## src/rtl/pdh_pkg.sv

```systemverilog
// rtl/pdh_pkg.sv - shared lock-state encoding, DAC constants and saturation helper
package pdh_pkg;
  typedef enum logic [2:0] {
    IDLE   = 3'd0,
    SWEEP  = 3'd1,
    SETTLE = 3'd2,
    LOCKED = 3'd3,
    FAULT  = 3'd4
  } lock_state_t;

  localparam logic [13:0] DAC_MID = 14'd8191;
  localparam logic [13:0] DAC_MAX = 14'd16383;

  function automatic logic [13:0] sat_u14(input logic signed [15:0] v);
    if (v < 16'sd0) return 14'd0;
    if (v > 16'sd16383) return DAC_MAX;
    return v[13:0];
  endfunction
endpackage

```

## src/rtl/pid_lock_sequencer_sweep_gen.sv

```systemverilog
// rtl/pid_lock_sequencer_sweep_gen.sv - tick divider and triangle ramp for the lock sweep
module sweep_gen #(
  parameter int DEC_W = 14
) (
  input  logic             clk,
  input  logic             rst,
  input  logic             load,
  input  logic [13:0]      load_val,
  input  logic             run,
  input  logic [13:0]      sweep_min,
  input  logic [13:0]      sweep_max,
  input  logic [7:0]       sweep_step,
  input  logic [DEC_W-1:0] sweep_div,
  output logic [13:0]      ramp,
  output logic [13:0]      ramp_nxt
);
  logic             dir_up, dir_nxt, tick, up_hit, dn_hit;
  logic [DEC_W-1:0] div_cnt, div_cnt_nxt, div_eff;
  logic [7:0]       step_eff;

  // ramp_nxt is exposed so the parent can register dac_o on the same edge the ramp moves
  always_comb begin
    step_eff    = (sweep_step == 8'd0) ? 8'd1 : sweep_step;
    div_eff     = (sweep_div == '0) ? DEC_W'(1) : sweep_div;
    tick        = (div_cnt >= div_eff - 1'b1);
    up_hit      = ({1'b0, ramp} + {7'd0, step_eff}) >= {1'b0, sweep_max};
    dn_hit      = {1'b0, ramp} <= ({1'b0, sweep_min} + {7'd0, step_eff});
    ramp_nxt    = ramp;
    dir_nxt     = dir_up;
    div_cnt_nxt = div_cnt;
    if (load) begin
      ramp_nxt    = load_val;
      dir_nxt     = 1'b1;
      div_cnt_nxt = '0;
    end else if (run) begin
      div_cnt_nxt = tick ? '0 : div_cnt + 1'b1;
      if (tick) begin
        if (dir_up) begin
          if (up_hit) begin
            ramp_nxt = sweep_max;
            dir_nxt  = 1'b0;
          end else begin
            ramp_nxt = ramp + {6'd0, step_eff};
          end
        end else begin
          if (dn_hit) begin
            ramp_nxt = sweep_min;
            dir_nxt  = 1'b1;
          end else begin
            ramp_nxt = ramp - {6'd0, step_eff};
          end
        end
      end
    end
  end

  always_ff @(posedge clk or posedge rst) begin
    if (rst) begin
      ramp    <= '0;
      dir_up  <= 1'b1;
      div_cnt <= '0;
    end else begin
      ramp    <= ramp_nxt;
      dir_up  <= dir_nxt;
      div_cnt <= div_cnt_nxt;
    end
  end
endmodule

```

## src/rtl/pid_lock_sequencer.sv

```systemverilog
// rtl/pid_lock_sequencer.sv - sweep, capture, settle and lock-monitor sequencer ahead of pid_core
module pid_lock_sequencer
  import pdh_pkg::*;
#(
  parameter int DEC_W   = 14,
  parameter int DWELL_W = 16,
  parameter int RETRY_W = 4
) (
  input  logic                      clk,
  input  logic                      rst,
  input  logic                      arm_i,
  input  logic signed [15:0]        trans_i,
  input  logic signed [15:0]        thr_lock_i,
  input  logic signed [15:0]        thr_loss_i,
  input  logic [13:0]               sweep_min_i,
  input  logic [13:0]               sweep_max_i,
  input  logic [7:0]                sweep_step_i,
  input  logic [DEC_W-1:0]          sweep_div_i,
  input  logic [DWELL_W-1:0]        settle_i,
  input  logic [DWELL_W-1:0]        lost_i,
  input  logic [RETRY_W-1:0]        max_retry_i,
  input  logic [13:0]               pid_out_i,
  output logic                      pid_en_o,
  output logic [13:0]               dac_o,
  output logic [2:0]                state_o,
  output logic                      locked_o,
  output logic                      fault_o,
  output logic [RETRY_W-1:0]        retry_o
);
  lock_state_t        state;
  logic [13:0]        hold, ramp, ramp_nxt, base, pid_dac, load_val;
  logic [DWELL_W-1:0] settle_cnt, lost_cnt, lost_eff;
  logic [RETRY_W-1:0] retry_new;
  logic               lock_hit, low, settle_done, lost_done, loss_evt, loss_fault, sg_load, sg_run;

  always_comb begin
    lock_hit    = trans_i >= thr_lock_i;
    low         = trans_i < thr_loss_i;
    lost_eff    = (lost_i == '0) ? DWELL_W'(1) : lost_i;
    settle_done = ({1'b0, settle_cnt} + 1'b1) >= {1'b0, settle_i};
    lost_done   = ({1'b0, lost_cnt} + 1'b1) >= {1'b0, lost_eff};
    loss_evt    = arm_i && low && ((state == SETTLE) || (state == LOCKED && lost_done));
    retry_new   = (&retry_o) ? retry_o : retry_o + 1'b1;
    loss_fault  = retry_new > max_retry_i;
    sg_load     = arm_i && ((state == IDLE && sweep_min_i < sweep_max_i) || (loss_evt && !loss_fault));
    load_val    = (state == IDLE) ? sweep_min_i : hold;
    sg_run      = arm_i && (state == SWEEP) && !lock_hit;
    // on the capture edge the hold register is not yet loaded, so use the live ramp
    base        = (state == SWEEP) ? ramp : hold;
    pid_dac     = sat_u14($signed({2'b00, base}) + $signed({2'b00, pid_out_i}) - 16'sd8191);
  end

  sweep_gen #(.DEC_W(DEC_W)) u_sweep (
    .clk        (clk),
    .rst        (rst),
    .load       (sg_load),
    .load_val   (load_val),
    .run        (sg_run),
    .sweep_min  (sweep_min_i),
    .sweep_max  (sweep_max_i),
    .sweep_step (sweep_step_i),
    .sweep_div  (sweep_div_i),
    .ramp       (ramp),
    .ramp_nxt   (ramp_nxt)
  );

  always_ff @(posedge clk or posedge rst) begin
    if (rst) begin
      state      <= IDLE;
      pid_en_o   <= 1'b0;
      dac_o      <= DAC_MID;
      locked_o   <= 1'b0;
      fault_o    <= 1'b0;
      retry_o    <= '0;
      hold       <= '0;
      settle_cnt <= '0;
      lost_cnt   <= '0;
    end else if (!arm_i) begin
      state    <= IDLE;
      pid_en_o <= 1'b0;
      dac_o    <= DAC_MID;
      locked_o <= 1'b0;
      fault_o  <= 1'b0;
    end else if (loss_evt) begin
      retry_o  <= retry_new;
      pid_en_o <= 1'b0;
      locked_o <= 1'b0;
      if (loss_fault) begin
        state   <= FAULT;
        fault_o <= 1'b1;
        dac_o   <= DAC_MID;
      end else begin
        state <= SWEEP;
        dac_o <= ramp_nxt;
      end
    end else begin
      case (state)
        IDLE: begin
          retry_o <= '0;
          if (sweep_min_i >= sweep_max_i) begin
            state   <= FAULT;
            fault_o <= 1'b1;
          end else begin
            state <= SWEEP;
            dac_o <= ramp_nxt;
          end
        end
        SWEEP: begin
          if (lock_hit) begin
            state      <= SETTLE;
            hold       <= ramp;
            pid_en_o   <= 1'b1;
            settle_cnt <= '0;
            dac_o      <= pid_dac;
          end else begin
            dac_o <= ramp_nxt;
          end
        end
        SETTLE: begin
          dac_o <= pid_dac;
          if (settle_done) begin
            state    <= LOCKED;
            locked_o <= 1'b1;
            lost_cnt <= '0;
          end else begin
            settle_cnt <= settle_cnt + 1'b1;
          end
        end
        LOCKED: begin
          dac_o    <= pid_dac;
          lost_cnt <= low ? lost_cnt + 1'b1 : '0;
        end
        default: begin
          state    <= FAULT;
          fault_o  <= 1'b1;
          pid_en_o <= 1'b0;
          dac_o    <= DAC_MID;
        end
      endcase
    end
  end

  assign state_o = state;
endmodule

```

## config.mk

```make
export PLATFORM = sky130hd
export DESIGN_NAME = pid_lock_sequencer
export DESIGN_NICKNAME = d
export VERILOG_FILES = /design/src/rtl/pdh_pkg.sv /design/src/rtl/pid_lock_sequencer_sweep_gen.sv /design/src/rtl/pid_lock_sequencer.sv
export SDC_FILE = /design/constraint.sdc
export NUM_CORES = 1
export LEC_CHECK = 0
export ABC_CLOCK_PERIOD_IN_PS = 5550
export CORE_MARGIN = 2
export CORE_UTILIZATION = 43
export CTS_CLUSTER_SIZE = 28
export DETAILED_ROUTE_END_ITERATION = 8
export PLACE_DENSITY = 0.72
export SETUP_SLACK_MARGIN = 0.3
export SYNTH_ARGS = -nofsm -noshare
export SYNTH_HDL_FRONTEND = slang
export SYNTH_SLANG_ARGS = --single-unit
export TNS_END_PERCENT = 100
```

## constraint.sdc

```tcl
create_clock -name clk -period 5.55 [get_ports clk]
set_clock_uncertainty 0.1 [all_clocks]
set_input_delay 1.3875 -clock clk [delete_from_list [all_inputs] [get_ports clk]]
set_output_delay 1.3875 -clock clk [all_outputs]
set_load 0.05 [all_outputs]
```

# After elaboration in Yosys (flattened, before gate mapping)
# Cells that the tools add are included.
classes:
  add_sub_neg: 13
  n_mul: 0
  div: 0
  magnitude_cmp: 12
  n_eq_ne: 16
  n_shift: 0
  muxes: 62
  n_bitwise: 1
  n_reduce_logical: 34
op_table:
  columns: ["operator", "n"]
  rows:
  - ["two-way mux 14 bit", 21]
  - ["two-way mux 16 bit", 5]
  - ["case mux 16 bit (2 select lines)", 2]
  - ["case mux 14 bit (3 select lines)", 1]
  - ["adder 16 x 1 -> 17 bit (second input constant)", 2]
  - ["greater-or-equal comparator 17 x 16 -> 1 bit", 2]
  - ["adder 16 x 1 -> 16 bit (second input constant)", 2]
  - ["adder 14 x 8 -> 15 bit", 2]
  - ["greater-or-equal comparator 14 bit", 2]
  - ["two-way mux 1 bit", 20]
  - ["two-way mux 3 bit", 6]
  - ["greater-or-equal comparator 16 bit", 1]
  - ["> comparator 16 x 15 -> 1 bit (second input constant)", 1]
  - ["zero test 16 bit", 1]
  - ["less-than comparator 16 x 1 -> 1 bit (second input constant)", 1]
  - ["less-than comparator 16 bit", 1]
  - ["subtractor 15 x 13 -> 16 bit (second input constant)", 1]
  - ["adder 14 x 14 -> 15 bit", 1]
  - ["greater-or-equal comparator 15 x 14 -> 1 bit", 1]
  - ["<= comparator 14 x 15 -> 1 bit", 1]
  - ["adder 14 x 1 -> 14 bit (second input constant)", 1]
  - ["adder 14 x 8 -> 14 bit", 1]
  - ["zero test 14 bit", 1]
  - ["less-than comparator 14 bit", 1]
  - ["other kinds (29)", 60]
word_totals:
  reg_bits: 99
  latch_bits: 0
  ram_bits: 0
  rom_bits: 0
  word_cells: 150
  n_memories: 0

# Longest topological paths before layout
# Gate-level depths: netlist (run 1).
depth:
  ltp_word: 14
  depth_mapped: 23

# Modules after synthesis
# A second synthesis (run 1) with hierarchy kept.
hier_totals:
  hier_cells: 1436
  hier_area_um2: 11745.0
modules_own_cells:
  columns: ["mod", "n_inst", "cells_per_inst", "area_per_inst_um2", "seq_area_each_um2"]
  rows:
  - ["pid_lock_sequencer", 1, 877, 7379.6, 1767.9]
  - ["sweep_gen", 1, 559, 4365.4, 726.9]

# Worst setup path before layout (run 1)
# No wires, ideal clock.
synth_timing:
  kind: "in2reg"
  start: "in sweep_step_i[5]"
  end: "reg dac_o[7]"
  arrival_time_ns: 5.459
  required_ns: 5.377
  slack_ns: -0.082
  stages: 21
  path_buffers: 2
  path_cell_list: "nor4_1 > a41o_1 > ha_1 > inv_1 > fa_1 > nor2_1 > o221ai_1 > a21boi_1 > nand3_1 > xnor2_1 > ha_1 > nor2b_1 > o31a_1 > a211oi_1 > and2_1 > clkbuf_1 > clkbuf_1 > a211oi_1 > a211oi_1 > o211ai_1 > a21oi_1"
synth_between:
  elab_chain_len: 13
  elab_cells_between_ends: 20
  classes_between: "add/sub: 4; order compare: 2; mux: 13; reduce/logical: 1"
synth_lines:
  columns: ["element", "line", "text"]
  rows:
  - ["from (decl)", "pid_lock_sequencer.sv:17", "input logic [7:0] sweep_step_i,"]
  - ["zero test 8 bit", "pid_lock_sequencer_sweep_gen.sv:23", "step_eff = (sweep_step == 8'd0) ? 8'd1 : sweep_step;"]
  - ["two-way mux 8 bit (*)", "pid_lock_sequencer_sweep_gen.sv:23", null]
  - ["adder 14 x 8 -> 15 bit, on equally long branches", "pid_lock_sequencer_sweep_gen.sv:27, pid_lock_sequencer_sweep_gen.sv:26", null]
  - ["<= comparator 14 x 15 -> 1 bit / greater-or-equal comparator 15 x 14 -> 1 bit (equally long branches)", "pid_lock_sequencer_sweep_gen.sv:27, pid_lock_sequencer_sweep_gen.sv:26", null]
  - ["two-way mux 14 bit, on equally long branches", "pid_lock_sequencer_sweep_gen.sv:46, pid_lock_sequencer_sweep_gen.sv:39", null]
  - ["two-way mux 14 bit (*)", "pid_lock_sequencer_sweep_gen.sv:38", "if (dir_up) begin"]
  - ["two-way mux 14 bit (*)", "pid_lock_sequencer_sweep_gen.sv:37", "if (tick) begin"]
  - ["two-way mux 14 bit (*)", "pid_lock_sequencer_sweep_gen.sv:35", "end else if (run) begin"]
  - ["two-way mux 14 bit (*)", "pid_lock_sequencer_sweep_gen.sv:31", "if (load) begin"]
  - ["two-way mux 14 bit, on equally long branches", "pid_lock_sequencer.sv:109, pid_lock_sequencer.sv:100", null]
  - ["case mux 14 bit (3 select lines)", "pid_lock_sequencer.sv:97", "case (state)"]
  - ["two-way mux 14 bit (*)", "pid_lock_sequencer.sv:84", "end else if (loss_evt) begin"]
  - ["two-way mux 14 bit (*)", "pid_lock_sequencer.sv:78", "end else if (!arm_i) begin"]
  - ["to (signal assigned)", "pid_lock_sequencer.sv:105", "dac_o <= ramp_nxt;"]
  - ["to (signal assigned)", "pid_lock_sequencer.sv:114", "dac_o <= pid_dac;"]
  - ["to (signal assigned)", "pid_lock_sequencer.sv:116", "dac_o <= ramp_nxt;"]
  - ["to (decl)", "pid_lock_sequencer.sv:24", "output logic [13:0] dac_o,"]
# Every way passes the cells marked *; elsewhere a longest branch is shown, timed or not. The select of a mux whose other input is x is not followed.
# A chain may end at the register's enable or synchronous reset.

# Final worst setup path (run 1)
layout_timing:
  start: "in sweep_step_i[6]"
  end: "reg dac_o[13]"
layout_between:
  elab_chain_len: 13
  elab_cells_between_ends: 20
  classes_between: "add/sub: 4; order compare: 2; mux: 13; reduce/logical: 1"
layout_lines:
  columns: ["element", "line", "text"]
  rows:
  - ["zero test 8 bit", "pid_lock_sequencer_sweep_gen.sv:23", null]
  - ["two-way mux 8 bit (*)", "pid_lock_sequencer_sweep_gen.sv:23", null]
  - ["adder 14 x 8 -> 15 bit, on equally long branches", "pid_lock_sequencer_sweep_gen.sv:27, pid_lock_sequencer_sweep_gen.sv:26", null]
  - ["<= comparator 14 x 15 -> 1 bit / greater-or-equal comparator 15 x 14 -> 1 bit (equally long branches)", "pid_lock_sequencer_sweep_gen.sv:27, pid_lock_sequencer_sweep_gen.sv:26", null]
  - ["two-way mux 14 bit, on equally long branches", "pid_lock_sequencer_sweep_gen.sv:46, pid_lock_sequencer_sweep_gen.sv:39", null]
  - ["two-way mux 14 bit (*)", "pid_lock_sequencer_sweep_gen.sv:38", null]
  - ["two-way mux 14 bit (*)", "pid_lock_sequencer_sweep_gen.sv:37", null]
  - ["two-way mux 14 bit (*)", "pid_lock_sequencer_sweep_gen.sv:35", null]
  - ["two-way mux 14 bit (*)", "pid_lock_sequencer_sweep_gen.sv:31", null]
  - ["named net ramp_nxt[13]", "pid_lock_sequencer.sv:31", "logic [13:0] hold, ramp, ramp_nxt, base, pid_dac, load_val;"]
  - ["two-way mux 14 bit, on equally long branches", "pid_lock_sequencer.sv:109, pid_lock_sequencer.sv:100", null]
  - ["case mux 14 bit (3 select lines)", "pid_lock_sequencer.sv:97", null]
  - ["two-way mux 14 bit (*)", "pid_lock_sequencer.sv:84", null]
  - ["two-way mux 14 bit (*)", "pid_lock_sequencer.sv:78", null]
# The timed path passes the listed nets; every way through them passes the cells marked *. The select of a mux whose other input is x is not followed.

==> results.toml, run 1 <==
[run_status]
status = "finished, violations left"
violations = "DRC"

[finish]
layout.cells.most_common = "ha_1"
regArea_um2 = 2495
fin_area_um2 = 14930
n_fill_cell = 2398
antenna_cells = 0
final_cell_mix = "ha_1 (177), clkdlybuf4s50_1 (165), inv_1 (137), buf_4 (110), a21oi_1 (91)"
final_nets = 1982
syn_to_final_growth_pct = 30.15
multi_input_area_um2 = 8526
drive_gt1_frac = 0.1627

[critical_path]
crit_path_max_incr_delay_ns = 0.39
cp_max_fo = 7
reg2regPathDepth = 16
criticalPathCategory = "input port to flop"
critPathLaunchType = "input port"
crit_top_cell = "buf_4"
required_ns = 5.75
crit_arrival_ns = 5.51
end_kind = "flop"
critPathSlowestCell = "or3_4"

[sta]
slew_headroom = 0.2630
period_minus_slack_ns = 5.316
setup_ws_ns = 0.2339
fin_crit_sh = 0.9579
max_freq_ghz = 0.1881
tightest_slew_ns = 1.101
slew_viol_final = 0
setup_viol = 0
hold_viol_final = 0
tns_ns = 0
rsz0062_at_grt = "true"

[placed_design]
place_congestion = 0.9690
place_area_um2 = 14270
portBuffers = 174
hpwlAfterDp_um = 28380
place_ws_ns = -0.7879

[synth]
syn_nets = 1730
synth-main-ff-cell = "dfrtp_1"
avgSynthCellArea_um2 = 8.216
synthMuxAreaShare = 0.04483
synth_edf_count = 0
synth_top_family_by_area = "compound AO/OA/AOI/OAI gates"
synth_xor_area_frac = 0.06109
ys_seq_elements = 99
ys_types = 83
syn_inst = 1396
synth_area_um2 = 11470
synth-simple-area-share = 0.1738
ys_seq_area_frac = 0.2175
ys_warn_count = 0
synth_compound_area_frac = 0.2339
synth-adder-area-share = 0.2022
async_flop_share = 1.000

[min_path]
hold_path_class = "flop to flop"
worstHoldPathCells = 1

[cts]
cts_buffer_depth = 2
numCtsBuffers = 9
cts_hold_buf = 0
clkTransAtPathRegs_ns = 0.07
root_buffer = "clkbuf_16"
cts_tree = "yes"
clkSinkCount = 99
cts_htree_levels = 3
clock_latency_ns = 0.36

[global_route]
grt_first_pass_wirelength_um = 56210
grt_max_degree = 73
grt.total_usage = 0.2464
first_global_vias = 11330
antenna_found_initial = 0
grt_overflow_total = 0

[floorplan]
pin_count = 175
rows = 59
fp.coreArea_um2 = 26130
die_w_um = 167.3
die_h_um = 167.3
start_util = 0.4389
die-area_um2 = 28000

[pwr]
peakVddDrop_v = 0.0003889
power_leakage_nw = 7.101
total_power_mw = 5.855
power_density_nw_per_um2 = 392.2

[detailed_routing]
drc = 6
drt_iter0_markers = 708
routed_wl_um = 34990
routedWlPerCell_um = 17.60
ant_nets = 0
vias = 11490
first_pass_iters = 9
viasPerCell = 5.779

[job]
maxCapViolations = 0
[cell usage after synthesis (29+ instances only)]
master	n	area [um2]
ha_1	179	2240
inv_1	142	533.0
a21oi_1	98	490.5
nor2_1	92	345.3
nand2_1	89	334.1
dfrtp_1	85	2127
o21ai_0	63	315.3
xnor2_1	53	464.2
clkbuf_1	40	150.1
nand3_1	38	190.2
a21o_1	34	255.2
and3_1	31	193.9
nand4_1	29	181.4
[state kept, by name, indices dropped and copies added, names as in the netlist]
register,count
lost_cnt,16
settle_cnt,16
dac_o,14
hold,14
u_sweep.div_cnt,14
u_sweep.ramp,14
retry_o,4
state_o,3
fault_o,1
locked_o,1
pid_en_o,1
u_sweep.dir_up,1
[layout make-up]
| cell class | count | share of cell area |
|---|---|---|
| clock buffer | 10 | 0.01534 |
| clock inverter | 6 | 0.004191 |
| tap | 335 | 0.02808 |
| sequential | 99 | 0.1671 |
| timing repair buffer | 292 | 0.1778 |
| inverter | 144 | 0.03638 |
| multi-input combinational | 1102 | 0.5711 |
[repair_timing]
action / 4_1_cts / 5_1_grt
setup buffers: 7 / 5
pin swaps: 38 / 34
gates resized for setup: 53 / 52
gates cloned: 1 / 0
endpoints found under the setup margin: 36 / 38
[worst max-delay path, delay by kind of cell]
family,cells,cell delay [ns]
compound gates,11,1.76
xor+xnor,1,0.14
fa+ha+maj,2,0.50
buf+inv,5,0.62
simple gates,6,1.11
[power by group]
part | leakage [nW] | internal [mW] | total [mW] | switching, mW
logic | 5.69 | 1.80 | 4.00 | 2.20
registers | 1.27 | 0.944 | 1.23 | 0.288
clock network | 0.142 | 0.315 | 0.621 | 0.306
total | 7.10 | 3.06 | 5.86 | 2.80
[path summary, 6_finish.rpt]
check	startpoint	end	slack (ns)
setup / recovery	sweep_step_i[6]	dac_o[13]$_DFFE_PP0P_	0.23
hold / removal	hold[8]$_DFFE_PP0P_	hold[8]$_DFFE_PP0P_	0.44
setup reg to reg	state_o[0]$_DFFE_PP0P_	dac_o[3]$_DFFE_PP1P_	0.62
hold reg to reg	hold[8]$_DFFE_PP0P_	hold[8]$_DFFE_PP0P_	0.44
max in group asynchronous	rst	fault_o$_DFFE_PP0P_	2.94
min in group asynchronous	rst	retry_o[2]$_DFFE_PP0P_	1.45
[per-layer routing]
| layer | share of wire | up-vias | global-route usage |
|---|---|---|---|
| met5 | 0 | - | 0 |
| met2 | 0.49 | 363 | 0.4342 |
| met4 | 0.030 | 0 | 0.08204 |
| li1 | - | 5585 | - |
| met3 | 0.054 | 76 | 0.03522 |
| met1 | 0.42 | 5465 | 0.3098 |
[metrics by stage]
step / util / std cells / hold WS [ns]
floorplan: - / 1396 / 0.3668
CTS: 0.5643 / 1983 / 0.4397
finish: 0.5712 / 1988 / 0.4420
detailed placement: 0.5463 / 1959 / 0.4228
global placement: 0.5463 / 1959 / 0.4112
global route: 0.5712 / 1988 / 0.4708
[kinds of logic (layout without fill, tap and decap cells)]
family / after synthesis / count (layout)
AO/OA/AOI/OAI: 396 / 396
XOR/XNOR: 80 / 80
adder cells (fa/ha/maj): 183 / 183
buffers and inverters: 195 / 452
flip-flops: 99 / 99
multiplexers: 48 / 48
AND/OR/NAND/NOR: 395 / 395
(Power assumes the default switching activity.)
==> run 2: changes to the inputs <==
- SETUP_SLACK_MARGIN: 0.3 -> default
==> run 2 against run 1 <==
  * The flow still finishes with violations (DRC)
  * Sequential power hardly changed
  * Non-clock buffer count increased by 8
  * Clock power decreased by 3%
  * Cell count grew 0.40%
  * Total power is 2.0% lower
  * Fmax shrank 0.72%
  * Sequential share of layout area is 0.053 points higher
  * Largest power group unchanged
  * Utilization fell by 0.18 points
==> results.toml, run 2 (synthesis gave the netlist of run 1 again) <==
[finish]
syn_to_final_growth_pct = 29.74
antenna_cells = 0
drive_gt1_frac = 0.1583
fin_util = 0.5694
final_nets = 1990
layout.cells.most_common = "ha_1"
final_cell_mix = "ha_1 (178), clkdlybuf4s50_1 (166), inv_1 (137), buf_4 (120), a21oi_1 (93)"
top_regs = "lost_cnt x16, settle_cnt x16"

[run_status]
status = "finished, violations left"
violations = "DRC"

[sta]
tns_ns = 0
fin_crit_sh = 0.9648
setup_viol = 0
hold_slack_ns = 0.4220
setup_ws_ns = 0.1953
hold_viol_final = 0
slew_headroom = 0.2640
max_freq_ghz = 0.1868
period_minus_slack_ns = 5.355
slew_viol_final = 0
tightest_slew_ns = 1.100

[global_route]
grt_overflow_total = 0
antenna_found_initial = 0
grt_max_degree = 54
grt_first_pass_wirelength_um = 56410
grt.total_usage = 0.2468
first_global_vias = 11460

[placed_design]
hpwlAfterDp_um = 28140
portBuffers = 174
place_congestion = 0.9479
place_ws_ns = -0.9071

[pwr]
swShare = 0.4754
combPwrFrac = 0.681
clock_power_share = 0.105
power_density_nw_per_um2 = 385.7
seqPwrFrac = 0.214
power.switching_mw = 2.728
peakVddDrop_v = 0.0004778
power_leakage_nw = 7.118
intPower_mw = 3.011

[detailed_routing]
routedWlPerCell_um = 17.48
viasPerCell = 5.787
drt_iter0_markers = 681
drc = 8
routed_wl_um = 34900
vias = 11550
ant_nets = 0
first_pass_iters = 7

[critical_path]
crit_path_max_incr_delay_ns = 0.37
crit_arrival_ns = 5.54
end_kind = "flop"
path_cells = "buf_6, nor4_4, a41o_1, ha_1, inv_1, fa_2, nor2_4, o221ai_4, a21boi_1, nand3_1, xnor2_1, ha_1, nor2b_1, o31a_1, a211oi_2, and2_4, buf_4, o21ai_0, o211ai_1, a311oi_2, o22a_1"
critPathLaunchType = "input port"
crit_top_cell = "ha_1"
criticalPathCategory = "input port to flop"
cp_max_fo = 7
required_ns = 5.74
critPathSlowestCell = "fa_2"

[cts]
clkSinkCount = 99
cts_tree = "yes"
cts_buffer_depth = 2
clkTransAtPathRegs_ns = 0.07
root_buffer = "clkbuf_16"
cts_htree_levels = 3
clock_latency_ns = 0.36
numCtsBuffers = 9

[floorplan]
start_util = 0.4389
pin_count = 175
rows = 59
die_h_um = 167.3
die_w_um = 167.3
fp.coreArea_um2 = 26130
die-area_um2 = 28000

[min_path]
hold_path_class = "flop to flop"

[job]
maxCapViolations = 0
run 2: changes by cell type in the layout (fill, tap and decap cells not counted), sizes merged:
cell           change
clkdlybuf4s15      +1
clkdlybuf4s50      +1
inv                +1
clkinvlp           +3
clkinv             -4
dlymetal6s2s       +1
dlygate4sd2        -2
buf                +7
run 2: per-layer routing:
layer  GRT usage  vias up  wire, um
met4     0.09754        0      1306
met2      0.4330      390     16870
met3     0.04325       84      2045
met5           0        -         0
li1            -     5618         -
met1      0.3009     5459     14680
run 2: path summary, 6_finish.rpt:
path	startpoint	endpoint	slack [ns]	depth (start not counted)
max	sweep_step_i[6]	dac_o[1]$_DFFE_PP1P_	0.20	21
min	hold[0]$_DFFE_PP0P_	hold[0]$_DFFE_PP0P_	0.42	2
max reg2reg	state_o[0]$_DFFE_PP0P_	dac_o[12]$_DFFE_PP1P_	0.66	15
min reg2reg	hold[0]$_DFFE_PP0P_	hold[0]$_DFFE_PP0P_	0.42	2
max in group asynchronous	rst	dac_o[8]$_DFFE_PP1P_	3.05	3
min in group asynchronous	rst	u_sweep.div_cnt[13]$_DFFE_PP0P_	1.40	2
run 2: metrics by stage:
step / power [mW] / cell area (um2) / std cells
2_1_floorplan: 3.678 / 11480 / 1396
3_3_place_gp: 4.835 / 14280 / 1967
3_5_place_dp: 4.911 / 14280 / 1967
4_1_cts: 5.595 / 14680 / 1991
5_1_grt: 6.198 / 14880 / 1996
6_report: 5.739 / 14880 / 1996
run 2: power groups by stage:
stage	clock (mW)	combinational (mW)	sequential, mW
6_report	0.603	3.91	1.23
4_1_cts	0.615	3.76	1.22
2_1_floorplan	0	2.38	1.30
3_5_place_dp	0	3.68	1.23
3_3_place_gp	0	3.61	1.23
5_1_grt	0.647	4.30	1.25
run 2: layout make-up:
type | count | area [um2]
fillers | 2398 | 11250
multi-input cells | 1102 | 8449
repair buffers | 300 | 2698
flip-flops and latches | 99 | 2495
inverters | 144 | 543.0
well taps | 335 | 419.2
clock buffers | 10 | 229.0
clock inverters | 6 | 47.55
run 2: repair_timing:
| item | in CTS | in global routing |
|---|---|---|
| pin swaps | 31 | 39 |
| setup buffers | 8 | 5 |
| cloned | 0 | 1 |
| hold buffers | 0 | 0 |
| gates resized for setup | 33 | 60 |
| endpoints found under the setup margin | 28 | 36 |
run 2: worst max-delay path, delay by kind of cell:
| kind | cells | cell delay (ns) |
|---|---|---|
| AO/OA/AOI/OAI | 9 | 1.89 |
| XOR/XNOR | 1 | 0.23 |
| adder cells (fa/ha/maj) | 3 | 0.81 |
| buffers and inverters | 3 | 0.31 |
| AND/OR/NAND/NOR | 5 | 0.91 |
